[src/rtl/ps2_scan_ctrl.sv]
// PS/2 scan-code sequencer: pops bytes from the ps2_keyboard FIFO, strips E0/F0
// prefixes and emits make/break/repeat key events plus a distinct-press counter.
module ps2_scan_ctrl #(
  parameter int unsigned CNT_W       = 8,
  parameter int unsigned PFX_TIMEOUT = 1000000
) (
  input  logic             clk,
  input  logic             rst,
  input  logic [7:0]       ps2_data_in,
  input  logic             ps2_ready,
  input  logic             ps2_overflow,
  output logic             ps2_nextdata_n,
  input  logic             err_clr,
  output logic [7:0]       key_code,
  output logic             key_ext,
  output logic             key_down,
  output logic             key_valid,
  output logic             key_repeat,
  output logic [CNT_W-1:0] press_cnt,
  output logic             ovf_err,
  output logic             pfx_err
);

  localparam int unsigned TMO_W = (PFX_TIMEOUT > 1) ? $clog2(PFX_TIMEOUT) : 1;
  localparam logic [7:0]  BYTE_EXT = 8'hE0;
  localparam logic [7:0]  BYTE_BRK = 8'hF0;

  typedef enum logic [1:0] {S_IDLE, S_POP, S_PARSE} state_e;

  state_e           state_q, state_d;
  logic [7:0]       byte_q, byte_d;
  logic             nextdata_n_q, nextdata_n_d;
  logic             ext_pend_q, ext_pend_d;
  logic             brk_pend_q, brk_pend_d;
  logic [TMO_W-1:0] tmo_q, tmo_d;
  logic [7:0]       code_q, code_d;
  logic             kext_q, kext_d;
  logic             down_q, down_d;
  logic [8:0]       held_q, held_d;
  logic             valid_q, valid_d;
  logic             rep_q, rep_d;
  logic [CNT_W-1:0] cnt_q, cnt_d;
  logic             ovf_q, ovf_d;
  logic             pfx_q, pfx_d;
  logic             pfx_set;
  logic             held_match;

  // State register and all registered outputs
  always_ff @(posedge clk) begin
    if (rst) begin
      state_q      <= S_IDLE;
      byte_q       <= 8'h00;
      nextdata_n_q <= 1'b1;
      ext_pend_q   <= 1'b0;
      brk_pend_q   <= 1'b0;
      tmo_q        <= '0;
      code_q       <= 8'h00;
      kext_q       <= 1'b0;
      down_q       <= 1'b0;
      held_q       <= 9'h000;
      valid_q      <= 1'b0;
      rep_q        <= 1'b0;
      cnt_q        <= '0;
      ovf_q        <= 1'b0;
      pfx_q        <= 1'b0;
    end else begin
      state_q      <= state_d;
      byte_q       <= byte_d;
      nextdata_n_q <= nextdata_n_d;
      ext_pend_q   <= ext_pend_d;
      brk_pend_q   <= brk_pend_d;
      tmo_q        <= tmo_d;
      code_q       <= code_d;
      kext_q       <= kext_d;
      down_q       <= down_d;
      held_q       <= held_d;
      valid_q      <= valid_d;
      rep_q        <= rep_d;
      cnt_q        <= cnt_d;
      ovf_q        <= ovf_d;
      pfx_q        <= pfx_d;
    end
  end

  // Next-state: IDLE -> POP -> PARSE -> IDLE, one byte per three cycles
  always_comb begin
    state_d = state_q;
    case (state_q)
      S_IDLE:  if (ps2_ready) state_d = S_POP;
      S_POP:   state_d = S_PARSE;
      S_PARSE: state_d = S_IDLE;
      default: state_d = S_IDLE;
    endcase
  end

  assign held_match = (held_q == {ext_pend_q, byte_q});

  // Datapath / output next values
  always_comb begin
    byte_d       = byte_q;
    nextdata_n_d = 1'b1;
    ext_pend_d   = ext_pend_q;
    brk_pend_d   = brk_pend_q;
    tmo_d        = tmo_q;
    code_d       = code_q;
    kext_d       = kext_q;
    down_d       = down_q;
    held_d       = held_q;
    valid_d      = 1'b0;
    rep_d        = 1'b0;
    cnt_d        = cnt_q;
    pfx_set      = 1'b0;

    case (state_q)
      S_IDLE: begin
        if (ps2_ready) begin
          byte_d       = ps2_data_in;
          nextdata_n_d = 1'b0;
        end
      end
      S_PARSE: begin
        tmo_d = '0;
        if (byte_q == BYTE_EXT) begin
          ext_pend_d = 1'b1;
        end else if (byte_q == BYTE_BRK) begin
          brk_pend_d = 1'b1;
        end else begin
          ext_pend_d = 1'b0;
          brk_pend_d = 1'b0;
          if (brk_pend_q) begin
            code_d  = byte_q;
            kext_d  = ext_pend_q;
            valid_d = 1'b1;
            if (held_match) down_d = 1'b0;
          end else if (down_q && held_match) begin
            rep_d = 1'b1;
          end else begin
            code_d  = byte_q;
            kext_d  = ext_pend_q;
            down_d  = 1'b1;
            held_d  = {ext_pend_q, byte_q};
            valid_d = 1'b1;
            cnt_d   = cnt_q + CNT_W'(1);
          end
        end
      end
      default: ;
    endcase

    // A prefix left dangling too long is dropped and flagged
    if (state_q != S_PARSE) begin
      if (ext_pend_q || brk_pend_q) begin
        if (tmo_q == TMO_W'(PFX_TIMEOUT - 1)) begin
          ext_pend_d = 1'b0;
          brk_pend_d = 1'b0;
          tmo_d      = '0;
          pfx_set    = 1'b1;
        end else begin
          tmo_d = tmo_q + TMO_W'(1);
        end
      end else begin
        tmo_d = '0;
      end
    end

    ovf_d = (ovf_q & ~err_clr) | ps2_overflow;
    pfx_d = (pfx_q & ~err_clr) | pfx_set;
  end

  assign ps2_nextdata_n = nextdata_n_q;
  assign key_code       = code_q;
  assign key_ext        = kext_q;
  assign key_down       = down_q;
  assign key_valid      = valid_q;
  assign key_repeat     = rep_q;
  assign press_cnt      = cnt_q;
  assign ovf_err        = ovf_q;
  assign pfx_err        = pfx_q;

endmodule

[config.mk]
export PLATFORM = sky130hd
export DESIGN_NAME = ps2_scan_ctrl
export DESIGN_NICKNAME = d
export VERILOG_FILES = /design/src/rtl/ps2_scan_ctrl.sv
export SDC_FILE = /design/constraint.sdc
export NUM_CORES = 1
export LEC_CHECK = 0
export CAP_MARGIN = 30
export CORE_UTILIZATION = 45
export CTS_CLUSTER_DIAMETER = 60
export DETAILED_ROUTE_END_ITERATION = 8
export GPL_TIMING_DRIVEN = 0
export HOLD_SLACK_MARGIN = 0.02
export PLACE_DENSITY = 0.7
export SLEW_MARGIN = 20
export SYNTH_ARGS = -nofsm -noshare
export SYNTH_HDL_FRONTEND = slang
export SYNTH_SLANG_ARGS = --single-unit
[constraint.sdc]
create_clock -name clk -period 2 [get_ports clk]
set_clock_uncertainty 0.15 [all_clocks]
set_input_delay 0.3 -clock clk [delete_from_list [all_inputs] [get_ports clk]]
set_output_delay 0.3 -clock clk [all_outputs]
set_load 0.005 [all_outputs]
==> impl_metrics.json, run 1 <==
{
  "grt_usage_pct": 19.5,
  "yosys-top-cells-count": "dfxtp_1 (64), nor2_1 (45), xnor2_1 (22), mux2i_1 (20), nand2b_1 (19)",
  "synth_most_common_cell": "dfxtp_1",
  "synthTopCellsByArea": "dfxtp_1 (47%), mux2i_1 (7.4%), xnor2_1 (7.1%)",
  "die_x_um": 79.6,
  "wire_per_inst_um": 13.4,
  "chipHeight_um": 79.6,
  "r2r_setup_slack_ns": 0.06,
  "muxShareOfSynthArea_pct": 7.40,
  "synth_seq_area_share_pct": 47.3,
  "dr.pass1.iters": 4,
  "antenna_found_initial": 0,
  "clk_latency_ns": 0.33,
  "hold_violations": 0,
  "slew_headroom_pct": 39.7,
  "crit_family": "compound AO/OA/AOI/OAI gates",
  "post-route-drc-count": 0,
  "ys_async_sr_fraction_pct": 0,
  "hold_buffers": 0,
  "grt_pass1_vias": 2043,
  "critical_path_class": "flop to flop",
  "synthAdderAreaFrac_pct": 0.925,
  "final_nets": 361,
  "synth_area_leader_cell": "dfxtp_1",
  "core_um2": 5640,
  "globalRoute.totalOverflow": 0,
  "dpl.hpwl_mm": 3.89,
  "place.gp.congestion": 0.742,
  "crit_path_max_incr_delay_ns": 0.37,
  "max_clock_freq_mhz": 517,
  "reg2reg_from": "byte_q[7]",
  "synth_top_family_by_area": "simple AND/OR/NAND/NOR gates",
  "stdcell_area_um2": 3540,
  "grt_max_degree": 12,
  "syn_nets": 307,
  "worst-path-buf-inv": 2,
  "cts_sinks": 64,
  "seqCellArea_um2": 1290,
  "synth-xor-area-share_pct": 9.06,
  "dp_slack_ns": -0.179,
  "drtIter0Drc": 128,
  "cts.reportedPaths.clkPinSlew_ns": 0.07,
  "synth.distinct_cells": 36,
  "synth-simple-area-share_pct": 25.9,
  "synth_edf_count": 0,
  "ys_ff_latch": 64,
  "critPathLaunchType": "flop",
  "cts_root_buffer": "clkbuf_8",
  "status": "complete, no violations",
  "n_antenna_cell": 0,
  "vias_per_cell": 5.17,
  "leakage_nw": 1.21,
  "tns_ns": 0,
  "critical_path.max_fanout": 7,
  "grt_setup_unrepaired": "yes",
  "drv_cap": 0,
  "arrival_ns": 2.05,
  "min_path_type": "flop to flop",
  "synth.cell_area_um2": 2710,
  "period_share_pct": 96.8,
  "syn_area_per_cell_um2": 9.27,
  "die-area_um2": 6330,
  "end_kind": "flop",
  "initial_core_util_pct": 48.0,
  "ir_worst_vdd_mv": 0.434,
  "port_buffers": 35,
  "drive_gt1_share_pct": 13.7,
  "fillers": 482,
  "ant_nets": 0,
  "cts_buffer_depth": 2,
  "slew_viol_final": 0,
  "grt_pass1_wl_mm": 9.45,
  "yosys_warnings": 0,
  "tightestPinTransition_ns": 0.901,
  "dr_total_vias": 2187,
  "cts_buffers": 9,
  "drt-total-wl_mm": 5.65,
  "cpMaxStageDelayCell": "dfxtp_4",
  "multi_input_area_um2": 1450,
  "fin_crit_ns": 1.94,
  "tritoncts": "built",
  "ios": 36,
  "cp_cell_sequence": "and3_4 -> a211oi_4 -> buf_4 -> o31ai_4 -> buf_6 -> or3_1 -> a21oi_1",
  "synth_compound_area_share_pct": 6.89,
  "critPathLaunch": "byte_q[7]",
  "setup_ws_ns": 0.0650,
  "synth_cells": 292,
  "report.final.setup_viol": 0,
  "synth_flop_cell": "dfxtp_1",
  "h-tree-depth": 3,
  "area_growth_pct": 30.9,
  "worstPathRequired_ns": 2.12,
  "place_area_um2": 3150,
  "hp-start": "key_code[1]",
  "p_per_area_nw_per_um2": 775,
  "synth_top_cell_area_share_pct": 47.3,
  "std_cell_rows": 27
}
==> tightest hold or removal path, delay by kind of cell (launching register included) <==
family,cells,cell delay [ns]
multiplexers,1,0.06
flip-flops,1,0.31
AND/OR/NAND/NOR,1,0.06
==> final timing paths <==
path,endpoint,depth (start not counted)
max,press_cnt[2],7
min,key_code[1],2
max reg2reg,press_cnt[2],7
min reg2reg,key_code[1],2
==> logic make-up after synthesis <==
group	after synthesis
buffers and inverters	17
and+or+nand+nor	131
DFF	64
AOI/OAI and AO/OA	30
xor gates and xnor gates	28
muxes	20
adders and majority gates	2
==> metal layers <==
metal / part of all wire (%) / global-route usage (%) / vias to the layer above / routed length (um)
met2: 44 / 28.6 / 49 / 2510
met4: 2.1 / 9.45 / 0 / 119
met3: 3.5 / 4.23 / 13 / 195
met1: 50 / 26.8 / 1006 / 2830
met5: 0 / 0 / - / 0
li1: - / - / 1119 / -
==> what timing repair did <==
item | in CTS | in global routing
pin swaps | 1 | 5
setup buffers | 1 | 7
setup endpoints to repair | 27 | 34
resized for setup | 6 | 21
==> cell usage in the layout, fill, tap and decap left out, types with 2 or more instances in the layout <==
cell              n
o31ai_1           3
nand4_1           7
ha_1              2
bufinv_16         2
or3_1             5
dfxtp_2           6
inv_1             8
xor2_1            6
clkinv_2          3
clkbuf_1          6
mux2i_1          20
xnor2_1          22
clkdlybuf4s50_1  35
nand2_1          11
nand3_1          10
dfxtp_1          57
buf_4             9
a21oi_1          10
and3_1            3
o21ai_0          11
nand2b_1         18
nand3b_1          7
nor2_1           45
or4_1             4
clkbuf_8         10
nor3_1            6
==> stage by stage <==
step,hold slack [ns],std cells,utilization (%),power [W]
6_report,0.328,423,62.8,0.00274
5_1_grt,0.327,423,62.8,0.00285
4_1_cts,0.321,416,60.3,0.00274
3_5_place_dp,0.311,399,55.8,0.00152
3_3_place_gp,0.299,399,55.8,0.00151
2_1_floorplan,0.267,292,-,0.00145
==> report_power, final <==
| group | internal [W] | leakage, nW | switching, W |
|---|---|---|---|
| Sequential | 0.00130 | 0.521 | 0.0000292 |
| Clock | 0.000729 | 0.112 | 0.000495 |
| Combinational | 0.000102 | 0.576 | 0.0000905 |
| Total | 0.00213 | 1.21 | 0.000615 |
==> final cells by class <==
class / instances / area share [%]
Buffer: 9 / 1.31
Multi-Input combinational cell: 211 / 41.0
Sequential cell: 64 / 36.5
Tap cell: 72 / 2.54
Inverter: 8 / 0.848
Clock inverter: 6 / 2.33
Clock buffer: 10 / 3.89
Timing Repair Buffer: 43 / 11.6
==> registers in the layout, indices dropped and copies added (netlist names) <==
register,cells
tmo_q,20
ps2_nextdata_n,1
state_q,2
key_down,1
byte_q,8
brk_pend_q,1
held_q,9
key_valid,1
key_ext,1
key_repeat,1
ext_pend_q,1
key_code,8
ovf_err,1
pfx_err,1
press_cnt,8
Note: power is estimated with default switching activity, not from simulation.
==> run 2: changes to the inputs <==
--- a/config.mk
+++ b/config.mk
@@ -6,12 +6,12 @@
 export NUM_CORES = 1
 export LEC_CHECK = 0
 export CAP_MARGIN = 30
-export CORE_UTILIZATION = 45
+export CORE_UTILIZATION = 30
 export CTS_CLUSTER_DIAMETER = 60
 export DETAILED_ROUTE_END_ITERATION = 8
+export DONT_BUFFER_PORTS = 1
 export GPL_TIMING_DRIVEN = 0
 export HOLD_SLACK_MARGIN = 0.02
-export PLACE_DENSITY = 0.7
 export SLEW_MARGIN = 20
 export SYNTH_ARGS = -nofsm -noshare
 export SYNTH_HDL_FRONTEND = slang
==> run 2 against run 1 <==
  * Cell count is 4.0% higher
  * First-iteration DRC count is 46% lower
  * Clock power hardly changed
  * Clock-buffer cell count is 3 higher
  * Core utilization is 24 points lower
  * Sequential cell count stayed put
  * Non-clock buffer count is 19 lower
  * Register-to-register slack better by 0.02 ns
  * Power is 1.2% lower
  * Fmax is 1.1% higher
  * Largest cell class unchanged
==> impl_metrics.json, run 2 (synthesized netlist as in run 1, its figures left out) <==
{
  "fin_hold_ws_ns": 0.0678,
  "r2r_cells": 6,
  "worst-path-buf-inv": 1,
  "vias_per_cell": 4.79,
  "place.gp.congestion": 0.786,
  "drtIter0Drc": 69,
  "slew_headroom_pct": 61.1,
  "critPathLaunchType": "flop",
  "place_area_um2": 2840,
  "min_path_type": "input pin to flop",
  "cts_root_buffer": "clkbuf_8",
  "regMostFlops": "tmo_q",
  "leakage_nw": 1.14,
  "grt_pass1_vias": 2012,
  "hold_end": "state_q[0]",
  "status": "complete, no violations",
  "die_x_um": 97.0,
  "dr_total_vias": 2108,
  "drv_cap": 0,
  "period_share_pct": 95.7,
  "p_per_area_nw_per_um2": 806,
  "slew_viol_final": 0,
  "cts_buffer_depth": 2,
  "crit_family": "simple AND/OR/NAND/NOR gates",
  "globalRoute.totalOverflow": 0,
  "cts.reportedPaths.clkPinSlew_ns": 0.07,
  "critical_path.max_fanout": 5,
  "dpl.hpwl_mm": 4.11,
  "chipHeight_um": 97.0,
  "n_antenna_cell": 0,
  "arrival_ns": 2.02,
  "fin_crit_ns": 1.91,
  "tightestPinTransition_ns": 0.583,
  "cts_sinks": 64,
  "r2r-end": "press_cnt[5]",
  "dr.pass1.iters": 4,
  "tns_ns": 0,
  "antenna_found_initial": 0,
  "reg2reg_from": "byte_q[6]",
  "port_buffers": 0,
  "cpMaxStageDelayCell": "or4_1",
  "ir_worst_vdd_mv": 0.530,
  "std_cell_rows": 34,
  "worstPathRequired_ns": 2.11,
  "hold_violations": 0,
  "max_clock_freq_mhz": 523,
  "drive_gt1_share_pct": 14.2,
  "stdcell_area_um2": 3370,
  "initial_core_util_pct": 31.0,
  "cts_buffers": 9,
  "r2r_setup_slack_ns": 0.09,
  "cp_num_cells": 6,
  "layout_commonest_cell": "dfxtp_1",
  "critPathLaunch": "byte_q[6]",
  "report.final.setup_viol": 0,
  "h-tree-depth": 3,
  "ant_nets": 0,
  "cp_cell_sequence": "and3_4 -> a211oi_4 -> buf_6 -> nand4_4 -> or4_1 -> a21oi_1",
  "final_util_pct": 38.6,
  "hp-start": "ps2_ready",
  "final_nets": 342,
  "most-common-layout-cells": "dfxtp_1 (57), nor2_1 (45), xnor2_1 (22), mux2i_1 (20), nand2b_1 (18)",
  "grt_pass1_wl_mm": 9.96,
  "whs_path_depth": 3,
  "drt-total-wl_mm": 5.95,
  "critical_path_class": "flop to flop",
  "largest_register_ff_count": 20,
  "grt_usage_pct": 13.5,
  "end_kind": "flop",
  "crit_path_max_incr_delay_ns": 0.48,
  "reg.largest.list": "tmo_q x20, held_q x9",
  "core_um2": 8720,
  "post-route-drc-count": 0,
  "wire_per_inst_um": 13.5,
  "area_growth_pct": 24.4,
  "die-area_um2": 9410,
  "grt_max_degree": 11,
  "tritoncts": "built",
  "ios": 36,
  "clk_latency_ns": 0.34
}
==> run 2: changes by cell type in the layout (fill, tap and decap cells not counted), sizes merged <==
cell           previous run  this run
clkdlybuf4s50            35         0
dlygate4sd3               0        13
buf                      11        14
clkbuf                   16        19
clkinv                    3         1
clkinvlp                  1         0
==> run 2: worst max-delay path by stage <==
stage / endpoint / slack (ns)
3_3_place_gp: press_cnt[1] / -0.22
6_report: press_cnt[5] / 0.09
2_1_floorplan: press_cnt[1] / 0.14
4_1_cts: key_code[7] / -0.08
3_5_place_dp: press_cnt[1] / -0.27
5_1_grt: press_cnt[7] / -0.009
==> run 2: final cells by class <==
type                    count  area [um2]
flip-flops and latches     64        1290
multi-input cells         211        1430
clock buffers              13         149
repair buffers             24         216
inverters                   8        30.0
fillers                   880        5350
plain buffers               9        47.5
well taps                 108         135
clock inverters             3        65.1
==> run 2: what timing repair did <==
action,CTS,global route
pin swaps,1,5
hold buffers,13,0
endpoints found under the setup margin,34,34
resized for setup,9,16
setup buffers,3,7
endpoints found under the hold margin,13,0
==> run 2: per-layer routing <==
| layer | vias up | GRT usage [%] | wire length, um |
|---|---|---|---|
| met2 | 33 | 19.7 | 2730 |
| li1 | 1078 | - | - |
| met5 | - | 0 | 0 |
| met3 | 2 | 5.71 | 261 |
| met4 | 0 | 4.82 | 47 |
| met1 | 995 | 17.8 | 2910 |
==> run 2: report_power, final <==
group	internal, W	switching [W]
logic	0.0000881	0.0000898
clock network	0.000736	0.000470
registers	0.00130	0.0000288
==> run 2: worst min-delay path, cell delays in order <==
cell	delay, ns
nand2_1	0.06
or3_1	0.11
inv_1	0.04
==> run 2: metrics by stage <==
stage	worst slack, ns	cells	total power, W
floorplan	0.137	292	0.00145
global placement	-0.223	400	0.00148
detailed placement	-0.266	400	0.00148
CTS	-0.0758	432	0.00272
global route	-0.00937	440	0.00283
finish	0.0864	440	0.00271
==> run 3: changes to the inputs <==
--- a/config.mk
+++ b/config.mk
@@ -5,6 +5,7 @@
 export SDC_FILE = /design/constraint.sdc
 export NUM_CORES = 1
 export LEC_CHECK = 0
+export ABC_CLOCK_PERIOD_IN_PS = 2000
 export CAP_MARGIN = 30
 export CORE_UTILIZATION = 30
 export CTS_CLUSTER_DIAMETER = 60
@@ -12,6 +13,8 @@
 export DONT_BUFFER_PORTS = 1
 export GPL_TIMING_DRIVEN = 0
 export HOLD_SLACK_MARGIN = 0.02
+export REMOVE_ABC_BUFFERS = 1
+export SKIP_CTS_REPAIR_TIMING = 1
 export SLEW_MARGIN = 20
 export SYNTH_ARGS = -nofsm -noshare
 export SYNTH_HDL_FRONTEND = slang
==> run 3 against run 2 <==
  * Critical endpoint is now press_cnt[7]
  * Highest routed layer unchanged
  * Core utilization up 1.5 points
  * Critical path type unchanged
  * Cell count is 0.68% higher
  * Register-to-register slack lost 0.04 ns
  * Worst setup slack worse by 0.036 ns
  * Sequential power is essentially flat
  * Largest cell class unchanged
  * Clock power is 6% higher
  * Die area is the same
==> impl_metrics.json, run 3 (synthesized netlist as in run 1, its figures left out) <==
{
  "status": "complete, no violations",
  "end_kind": "flop",
  "leakage_nw": 1.17,
  "critical_path_class": "flop to flop",
  "dr.pass1.iters": 4,
  "placed_cells": 391,
  "grt_usage_pct": 12.4,
  "layout_commonest_cell": "dfxtp_1",
  "drv_cap": 0,
  "min_path_type": "input pin to flop",
  "tritoncts": "built",
  "chipHeight_um": 97.0,
  "h-tree-depth": 3,
  "cts_buffer_depth": 2,
  "critPathLaunchType": "flop",
  "grt_max_degree": 52,
  "regMostFlops": "tmo_q",
  "hold_violations": 0,
  "final_nets": 345,
  "drt-total-wl_mm": 6.05,
  "grt_setup_unrepaired": "yes",
  "seqCellArea_um2": 1290,
  "vias_per_cell": 4.89,
  "ios": 36,
  "critical_path.max_fanout": 6,
  "globalRoute.totalOverflow": 0,
  "drive_gt1_share_pct": 16.1,
  "ant_nets": 0,
  "cp_cell_sequence": "and3_4 -> a211oi_4 -> nand4_4 -> or4_4 -> a21oi_2",
  "cpMaxStageDelayCell": "or4_4",
  "worst-path-buf-inv": 0,
  "initial_core_util_pct": 31.0,
  "die-area_um2": 9410,
  "area_growth_pct": 29.3,
  "worstPathRequired_ns": 2.13,
  "arrival_ns": 2.08,
  "p_per_area_nw_per_um2": 796,
  "ir_worst_vdd_mv": 0.278,
  "dr_total_vias": 2166,
  "cts_sinks": 64,
  "fin_hold_ws_ns": 0.0171,
  "cts_root_buffer": "clkbuf_8",
  "slew_viol_final": 0,
  "wire_per_inst_um": 13.7,
  "cts.reportedPaths.clkPinSlew_ns": 0.07,
  "port_buffers": 0,
  "place.gp.congestion": 0.737,
  "max_clock_freq_mhz": 513,
  "fillers": 837,
  "most-common-layout-cells": "dfxtp_1 (58), nor2_1 (45), xnor2_1 (22), dlygate4sd3_1 (22), mux2i_1 (20)",
  "n_antenna_cell": 0,
  "drtIter0Drc": 108,
  "crit_family": "simple AND/OR/NAND/NOR gates",
  "core_um2": 8720,
  "period_share_pct": 97.5,
  "clk_latency_ns": 0.34,
  "tightestPinTransition_ns": 0.938,
  "multi_input_area_um2": 1490,
  "cts_buffers": 9,
  "reg.largest.list": "tmo_q x20, held_q x9",
  "grt_pass1_wl_mm": 9.38,
  "std_cell_rows": 34,
  "post-route-drc-count": 0,
  "report.final.setup_viol": 0,
  "final_cells": 443,
  "slew_headroom_pct": 37.2,
  "dpl.hpwl_mm": 3.62,
  "antenna_found_initial": 0,
  "largest_register_ff_count": 20,
  "power_w": 0.00279,
  "crit_path_max_incr_delay_ns": 0.51,
  "final_util_pct": 40.1,
  "die_x_um": 97.0,
  "grt_pass1_vias": 1972,
  "fin_crit_ns": 1.95
}
-- run 3: cell count changes in the layout (fill, tap and decap cells not counted), moves of 2 or more --
cell           previous run  this run
or4_1                     5         3
a21oi_1                  10         8
clkbuf_1                  8         0
dlygate4sd3_1            13        22
a21oi_2                   0         2
or4_4                     0         2
-- run 3: worst paths after layout --
| path | depth (start not counted) | slack (ns) | from | endpoint |
|---|---|---|---|---|
| min | 2 | 0.02 | rst | key_code[4] |
| max reg2reg | 5 | 0.05 | byte_q[5] | press_cnt[7] |
| max | 5 | 0.05 | byte_q[5] | press_cnt[7] |
| min reg2reg | 2 | 0.33 | pfx_err | pfx_err |
-- run 3: cell type report --
class / instances / share of cell area (%)
tap: 108 / 3.86
multi-input combinational: 213 / 42.5
clock buffer: 11 / 4.33
clock inverter: 5 / 2.25
inverter: 8 / 0.858
timing repair buffer: 34 / 9.33
sequential: 64 / 36.8
-- run 3: routing by layer --
layer	GRT usage [%]	share of wire (%)	routed length (um)	vias up
met5	0	0	0	-
met4	5.86	1.6	96	0
met3	5.42	5.2	317	7
met2	17.5	44	2690	43
met1	16.1	49	2940	1031
li1	-	-	-	1085
-- run 3: where the power goes --
group	internal, W	total [W]	switching, W
registers	0.00130	0.00133	0.0000284
clock network	0.000768	0.00128	0.000510
logic	0.0000909	0.000182	0.0000909
total	0.00216	0.00279	0.000630
-- run 3: stage by stage --
| step | setup slack [ns] | area, um2 | setup TNS [ns] |
|---|---|---|---|
| 2_1_floorplan | -0.478 | 2670 | -5.02 |
| 3_3_place_gp | -1.22 | 2800 | -13.94 |
| 3_5_place_dp | -0.110 | 2820 | -1.58 |
| 4_1_cts | -0.139 | 3050 | -2.01 |
| 5_1_grt | -0.0355 | 3500 | -0.0904 |
| 6_report | 0.0504 | 3500 | 0 |
